===== src/rtl/keypad_scanner.sv =====
// 4x4 keypad row scanner with column synchronizer and press/release debouncing.
// Presents the held key as one-hot row/col codes plus valid/press/release strobes.
module keypad_scanner #(
  parameter int SCAN_DIV     = 1000,
  parameter int DEBOUNCE_CNT = 20
) (
  input  logic       clk,
  input  logic       rst_n,
  input  logic [3:0] col_in,
  output logic [3:0] row_drive,
  output logic [3:0] row,
  output logic [3:0] col,
  output logic       key_valid,
  output logic       key_press,
  output logic       key_release
);

  localparam int DW  = $clog2(SCAN_DIV);
  localparam int DBW = $clog2(DEBOUNCE_CNT + 1);
  localparam logic [DW-1:0]  DWELL_LAST = DW'(SCAN_DIV - 1);
  localparam logic [DBW-1:0] DEB_MAX    = DBW'(DEBOUNCE_CNT);

  typedef enum logic [1:0] {SCAN, DEBOUNCE, HELD, RELEASE} state_e;

  state_e         state_q, state_d;
  logic [DW-1:0]  dwell_q, dwell_d;
  logic [DBW-1:0] deb_q, deb_d;
  logic [3:0]     col_s1_q, col_sync_q;
  logic [3:0]     row_drive_q, row_drive_d;
  logic [3:0]     cand_row_q, cand_row_d;
  logic [3:0]     cand_col_q, cand_col_d;
  logic [3:0]     row_q, row_d;
  logic [3:0]     col_q, col_d;
  logic           valid_q, valid_d;
  logic           press_q, press_d;
  logic           release_q, release_d;

  logic [3:0] row_rot;
  logic       col_onehot;
  logic       cand_hit;

  assign row_rot    = {row_drive_q[2:0], row_drive_q[3]};
  assign col_onehot = (col_sync_q != '0) && ((col_sync_q & (col_sync_q - 4'd1)) == '0);
  // Once held, only the captured column matters; other keys in the row are ignored.
  assign cand_hit   = |(col_sync_q & cand_col_q);

  always_comb begin
    state_d     = state_q;
    dwell_d     = dwell_q;
    deb_d       = deb_q;
    row_drive_d = row_drive_q;
    cand_row_d  = cand_row_q;
    cand_col_d  = cand_col_q;
    row_d       = row_q;
    col_d       = col_q;
    valid_d     = valid_q;
    press_d     = 1'b0;
    release_d   = 1'b0;

    unique case (state_q)
      SCAN: begin
        if (dwell_q == DWELL_LAST) begin
          dwell_d = '0;
          if (col_onehot) begin
            cand_row_d = row_drive_q;
            cand_col_d = col_sync_q;
            deb_d      = '0;
            state_d    = DEBOUNCE;
          end else begin
            row_drive_d = row_rot;
          end
        end else begin
          dwell_d = dwell_q + DW'(1);
        end
      end
      DEBOUNCE: begin
        if (col_sync_q != cand_col_q) begin
          row_drive_d = row_rot;
          dwell_d     = '0;
          state_d     = SCAN;
        end else if (deb_q == DEB_MAX) begin
          row_d   = cand_row_q;
          col_d   = cand_col_q;
          valid_d = 1'b1;
          press_d = 1'b1;
          state_d = HELD;
        end else begin
          deb_d = deb_q + DBW'(1);
        end
      end
      HELD: begin
        if (!cand_hit) begin
          deb_d   = '0;
          state_d = RELEASE;
        end
      end
      RELEASE: begin
        if (cand_hit) begin
          deb_d   = '0;
          state_d = HELD;
        end else if (deb_q == DEB_MAX) begin
          row_d       = '0;
          col_d       = '0;
          valid_d     = 1'b0;
          release_d   = 1'b1;
          row_drive_d = row_rot;
          dwell_d     = '0;
          state_d     = SCAN;
        end else begin
          deb_d = deb_q + DBW'(1);
        end
      end
      default: state_d = SCAN;
    endcase
  end

  always_ff @(posedge clk) begin
    if (!rst_n) begin
      state_q     <= SCAN;
      dwell_q     <= '0;
      deb_q       <= '0;
      col_s1_q    <= '0;
      col_sync_q  <= '0;
      row_drive_q <= 4'b0001;
      cand_row_q  <= '0;
      cand_col_q  <= '0;
      row_q       <= '0;
      col_q       <= '0;
      valid_q     <= 1'b0;
      press_q     <= 1'b0;
      release_q   <= 1'b0;
    end else begin
      state_q     <= state_d;
      dwell_q     <= dwell_d;
      deb_q       <= deb_d;
      col_s1_q    <= col_in;
      col_sync_q  <= col_s1_q;
      row_drive_q <= row_drive_d;
      cand_row_q  <= cand_row_d;
      cand_col_q  <= cand_col_d;
      row_q       <= row_d;
      col_q       <= col_d;
      valid_q     <= valid_d;
      press_q     <= press_d;
      release_q   <= release_d;
    end
  end

  assign row_drive   = row_drive_q;
  assign row         = row_q;
  assign col         = col_q;
  assign key_valid   = valid_q;
  assign key_press   = press_q;
  assign key_release = release_q;

endmodule


===== config.mk =====
export PLATFORM = sky130hd
export DESIGN_NAME = keypad_scanner
export DESIGN_NICKNAME = d
export VERILOG_FILES = /design/src/rtl/keypad_scanner.sv
export SDC_FILE = /design/constraint.sdc
export NUM_CORES = 1
export LEC_CHECK = 0
export CORE_MARGIN = 4
export CORE_UTILIZATION = 50
export CTS_BUF_LIST = sky130_fd_sc_hd__clkbuf_4
export CTS_CLUSTER_SIZE = 25
export DETAILED_ROUTE_END_ITERATION = 8
export PLACE_DENSITY_LB_ADDON = 0.08
export SKIP_LAST_GASP = 1
export SYNTH_ARGS = -nofsm -noshare
export SYNTH_HDL_FRONTEND = slang
export SYNTH_SLANG_ARGS = --single-unit

===== constraint.sdc =====
create_clock -name clk -period 5.9 [get_ports clk]
set_clock_uncertainty 0.1 [all_clocks]
set_input_delay 1.18 -clock clk [delete_from_list [all_inputs] [get_ports clk]]
set_output_delay 1.18 -clock clk [all_outputs]
set_load 0.02 [all_outputs]

==> results of run 1 <==
==> worst min-delay path by stage <==
stage | from | endpoint | slack (ps) | cells past startpoint
floorplan | col_s1_q[0] | col_sync_q[0] | 310 | 1
global route | col_s1_q[1] | col_sync_q[1] | 380 | 1
detailed placement | col_s1_q[0] | col_sync_q[0] | 320 | 1
global placement | col_s1_q[2] | col_sync_q[2] | 320 | 1
CTS | col_s1_q[0] | col_sync_q[0] | 350 | 1
finish | col_s1_q[0] | col_sync_q[0] | 350 | 1
==> power breakdown <==
part,switching [mW],internal (mW)
combinational,0.0113,0.00851
clock,0.0968,0.0436
sequential,0.00360,0.328
total,0.112,0.380
==> layout make-up <==
type / count / share of cell area, %
Multi-Input combinational cell: 147 / 44.5
Sequential cell: 48 / 41.3
Timing Repair Buffer: 20 / 8.60
Tap cell: 50 / 2.69
Clock buffer: 5 / 1.61
Inverter: 5 / 0.806
Clock inverter: 2 / 0.537
==> sequential cells by signal, summed over array words and instances (netlist names) <==
name         count
col              4
cand_row_q       4
row_drive        4
key_press        1
deb_q            5
col_sync_q       4
cand_col_q       4
key_release      1
col_s1_q         4
key_valid        1
state_q          2
dwell_q         10
row              4
==> Yosys cell counts, types with 2 or more instances <==
cell type  number  area (µm²)
dfxtp_1        48         961
nand3_1         7        35.0
a22o_1          8        70.1
o21ai_2         2        17.5
and3_1          2        12.5
a31oi_1         3        18.8
nor4_4          2        42.5
xnor2_1         7        61.3
and2_1         10        62.6
ha_1            7        87.6
inv_1           5        18.8
nor4b_1         2        17.5
mux2i_1        12         120
nor4_1          6        37.5
nor2_1         22        82.6
a21oi_1         4        20.0
o21ai_0         4        20.0
o21a_1          2        15.0
nor3_1          3        15.0
nand2_1        18        67.6
a211oi_1        2        15.0
clkbuf_1        8        30.0
==> through the flow <==
step / power [mW] / std cells / util [%] / hold slack (ps)
CTS: 0.499 / 277 / 58.2 / 354
global placement: 0.358 / 270 / 57.0 / 315
floorplan: 0.352 / 209 / - / 312
detailed placement: 0.359 / 270 / 57.0 / 323
global route: 0.518 / 277 / 58.2 / 376
finish: 0.492 / 277 / 58.2 / 352
==> per-layer routing <==
layer / part of all wire [%] / track usage, % / up-vias
met3: 4.1 / 3.88 / 8
met5: 0 / 0 / -
met2: 48 / 27.9 / 30
li1: - / - / 785
met4: 1.6 / 6.47 / 0
met1: 46 / 21.1 / 747
==> cells by family (layout without fill, tap and decap cells) <==
family / count (synthesis) / count (layout)
XOR/XNOR: 8 / 8
multiplexers: 12 / 12
AND/OR/NAND/NOR: 86 / 86
buffers and inverters: 14 / 32
AO/OA/AOI/OAI: 34 / 34
flip-flops: 48 / 48
adder cells (fa/ha/maj): 7 / 7
==> flow_summary.toml, run 1 <==
[cells_and_area]
syn_to_final_growth_pct = 13.2
finish.instance_area_mm2 = 0.00233
n_antenna_cell = 0
nets = 240
multi_input_area_mm2 = 0.00104
fillers = 358
drive_gt1_share_pct = 7.49
final_common_cell = "dfxtp_1"
ff_latch_area_um2 = 961
layout_common_cells = "dfxtp_1 (48), nor2_1 (22), clkdlybuf4s50_1 (20)"

[die]
die_w_um = 72.1
die-area_mm2 = 0.00520
rows = 23
io_pins = 21
start_util_pct = 51.4
die_y_um = 72.1
coreArea_mm2 = 0.00400

[global_routing]
grt_max_degree = 28
antenna_found_initial = 0
grt_remaining_overflow = 0
grt_pass1_wl_mm = 6.89
grt_use_total_pct = 16.8
grt_pass1_vias = 1471

[timing]
setup_ws_ps = 2930
hold_viol = 0
period_needed_ps = 2970
finalSetupTns_ps = 0
worst_slew_pin_slew_ps = 838
rsz0062_at_grt = "no"
fin_crit_sh_pct = 50.4
final_max_slew_viol_count = 0
max_freq_mhz = 337
slew_headroom_pct = 43.9
finalSetupViolCount = 0

[min_path]
hold_class = "reg2reg"

[placed_design]
place.gp.congestion = 0.830
post_dp_cell_area_mm2 = 0.00228
dp_hpwl_mm = 3.01
place_ws_ps = 2560
port_buffers = 20

[critical_path]
crit_cells = 5
r2r-start = "col_sync_q[1]"
arrival_ps = 3160
r2r-end = "dwell_q[1]"
cp-end-kind = "flop"
r2r_setup_slack_ps = 3280
reg2reg_depth = 6
endpoint = "deb_q[4]"
crit_family = "buffers and inverters"
crit_buf_inv = 2
startpoint = "rst_n"
worstPathMaxFanout = 27
crit_path_cell_trace = "clkdlybuf4s50_1 -> inv_1 -> nor4_1 -> a31oi_1 -> o22ai_1"
startpoint_type = "input port"
critical_path_required_ps = 6090
critPathKind = "in2reg"
worst_path_max_delay_cell = "clkdlybuf4s50_1"
cpPeakStageDelay_ps = 1020

[yosys]
synthAdderAreaFrac_pct = 4.26
synth_xor_area_share_pct = 3.41
syn_nets = 222
synth-simple-area-share_pct = 23.5
synth-async-reset-ratio_pct = 0
syn-cell-area_mm2 = 0.00206
synth.distinct_cells = 47
synth_mux_area_share_pct = 5.84
avgSynthCellArea_um2 = 9.84
yosys_warnings = 0
synth_top_family_by_area = "simple AND/OR/NAND/NOR gates"
synthCells = 209
synth-main-ff-cell = "dfxtp_1"
synth-edff-count = 0
yosysSeqAreaShare_pct = 46.7
ys_ff_latch = 48
synth_compound_area_share_pct = 13.3

[outcome]
status = "completed"

[detailed_routing]
wl_per_cell_um = 14.5
drtPass1Iterations = 4
ant_nets = 0
drc = 0
drtIter0Drc = 75
vias_per_cell = 5.67
drt-total-wl_mm = 4.02
vias = 1570

[cts]
cts_made_buffers = 5
cts_buffer_depth = 2
cts_sinks = 48
clk_pin_slew_worst_paths_ps = 130
hold_buffers = 0
cts_setup_buffers = 0
cts_resized = 0
cts_tree = "done"
htree_levels = 2
worstSkewPairLatency_ps = 350
cts-root-buf = "clkbuf_4"

[job]
maxCapViolations = 0

[pwr]
ir_worst_vdd_v = 0.000155
leakage_nw = 0.841
p_per_area_mw_per_mm2 = 211
Note: power is estimated with default switching activity, not from simulation.
==> run 2, diff against run 1 <==
==> constraint.sdc (replaced) <==
create_clock -name clk -period 3.1 [get_ports clk]
set_clock_uncertainty 0.1 [all_clocks]
set_input_delay 0.62 -clock clk [delete_from_list [all_inputs] [get_ports clk]]
set_output_delay 0.62 -clock clk [all_outputs]
set_load 0.02 [all_outputs]
==> run 2 against run 1 <==
Against the previous run: sequential power rose by 90%; sequential share of layout area fell by 0.24 points; total power is 93% higher; cell area rose by 0.59%; global-route usage decreased by 0.37 points; worst hold slack got worse by 4.4 ps; sequential cell count unchanged; register-to-register slack worse by 2700 ps; combinational power up 94%.
==> flow_summary.toml, run 2 (synthesis gave the netlist of run 1 again) <==
[cells_and_area]
final_common_cell = "dfxtp_1"
regMostFlops = "dwell_q"
nets = 241
drive_gt1_share_pct = 7.86
reg_top3 = "dwell_q (10), deb_q (5)"
utilization_pct = 58.6
largest_reg_flops = 10
finish.instance_area_mm2 = 0.00234
syn_to_final_growth_pct = 13.9
layout_common_cells = "dfxtp_1 (48), nor2_1 (22), clkdlybuf4s50_1 (20)"
n_antenna_cell = 0

[placed_design]
place.gp.congestion = 0.792
post_dp_cell_area_mm2 = 0.00229
port_buffers = 20
dp_hpwl_mm = 2.85

[critical_path]
cp-end-kind = "flop"
r2r-end = "dwell_q[9]"
r2r-start = "col_sync_q[1]"
reg2reg_depth = 6
crit_family = "simple AND/OR/NAND/NOR gates"
r2r_setup_slack_ps = 550
crit_buf_inv = 0
startpoint_type = "flop"
critPathKind = "reg2reg"
critical_path_required_ps = 3290
crit_path_cell_trace = "ha_1 -> or4_1 -> o21ai_2 -> or2_1 -> o21ai_2 -> a21oi_1"
arrival_ps = 2740
startpoint = "col_sync_q[1]"
crit_cells = 6
cpPeakStageDelay_ps = 600
endpoint = "dwell_q[9]"
critPathMostFrequentCell = "o21ai_2"
worstPathMaxFanout = 9
worst_path_max_delay_cell = "or4_1"

[die]
coreArea_mm2 = 0.00400
die_y_um = 72.1
die-area_mm2 = 0.00520
die_w_um = 72.1
rows = 23
io_pins = 21
start_util_pct = 51.4

[min_path]
hold_class = "reg2reg"

[detailed_routing]
ant_nets = 0
drc = 0
wl_per_cell_um = 13.9
drtPass1Iterations = 4
drt-total-wl_mm = 3.87
vias = 1545
drtIter0Drc = 75
vias_per_cell = 5.54

[global_routing]
grt_max_degree = 16
antenna_found_initial = 0
grt_remaining_overflow = 0
grt_use_total_pct = 16.4
grt_pass1_vias = 1470
grt_pass1_wl_mm = 6.84

[timing]
fin_crit_sh_pct = 82.4
finalSetupViolCount = 0
rsz0062_at_grt = "no"
timing.hold.ws_ps = 347
finalSetupTns_ps = 0
final_max_slew_viol_count = 0
period_needed_ps = 2550
worst_slew_pin_slew_ps = 721
slew_headroom_pct = 51.5
max_freq_mhz = 392
hold_viol = 0

[pwr]
total_power_uw = 952
p_per_area_mw_per_mm2 = 406
ir_worst_vdd_v = 0.000215
leakage_nw = 0.848

[cts]
hold_buffers = 0
cts-root-buf = "clkbuf_4"
worstSkewPairLatency_ps = 350
cts_buffer_depth = 2
htree_levels = 2
cts_tree = "done"
cts_resized = 0
cts_sinks = 48
cts_setup_buffers = 0
cts_made_buffers = 5
clk_pin_slew_worst_paths_ps = 130

[outcome]
status = "completed"

[job]
maxCapViolations = 0
## run 2: per-stage QoR
step	setup slack [ps]	std cells
4_1_cts	524	279
2_1_floorplan	872	209
5_1_grt	314	279
6_report	546	279
3_5_place_dp	565	271
3_3_place_gp	643	271
## run 2: worst min path at each step
stage,cells after the start,start,endpoint
floorplan,1,col_s1_q[0],col_sync_q[0]
global placement,1,col_s1_q[3],col_sync_q[3]
CTS,1,col_s1_q[2],col_sync_q[2]
finish,1,col_s1_q[3],col_sync_q[3]
detailed placement,1,col_s1_q[2],col_sync_q[2]
global route,1,col_s1_q[1],col_sync_q[1]
## run 2: cell type report
| cell class | count | area, µm² |
|---|---|---|
| Clock inverter | 2 | 11.3 |
| Clock buffer | 6 | 45.0 |
| Multi-Input combinational cell | 147 | 1040 |
| Timing Repair Buffer | 21 | 208 |
| Sequential cell | 48 | 961 |
| Fill cell | 346 | 1660 |
| Inverter | 5 | 18.8 |
| Tap cell | 50 | 62.6 |
## run 2: metal layers
layer / share of wire [%] / GRT usage (%) / vias to the layer above / wire [µm]
met5: 0 / 0 / - / 0
met4: 1.2 / 5.22 / 0 / 48
met3: 3.7 / 4.29 / 7 / 144
met2: 47 / 25.7 / 26 / 1800
met1: 48 / 22.2 / 729 / 1880
li1: - / - / 783 / -
## run 2: power breakdown
part,switching (mW),internal [mW],total (mW),leakage (nW)
registers,0.00701,0.625,0.632,0.389
clock network,0.186,0.0954,0.282,0.0293
logic,0.0214,0.0170,0.0384,0.430
total,0.215,0.737,0.952,0.848
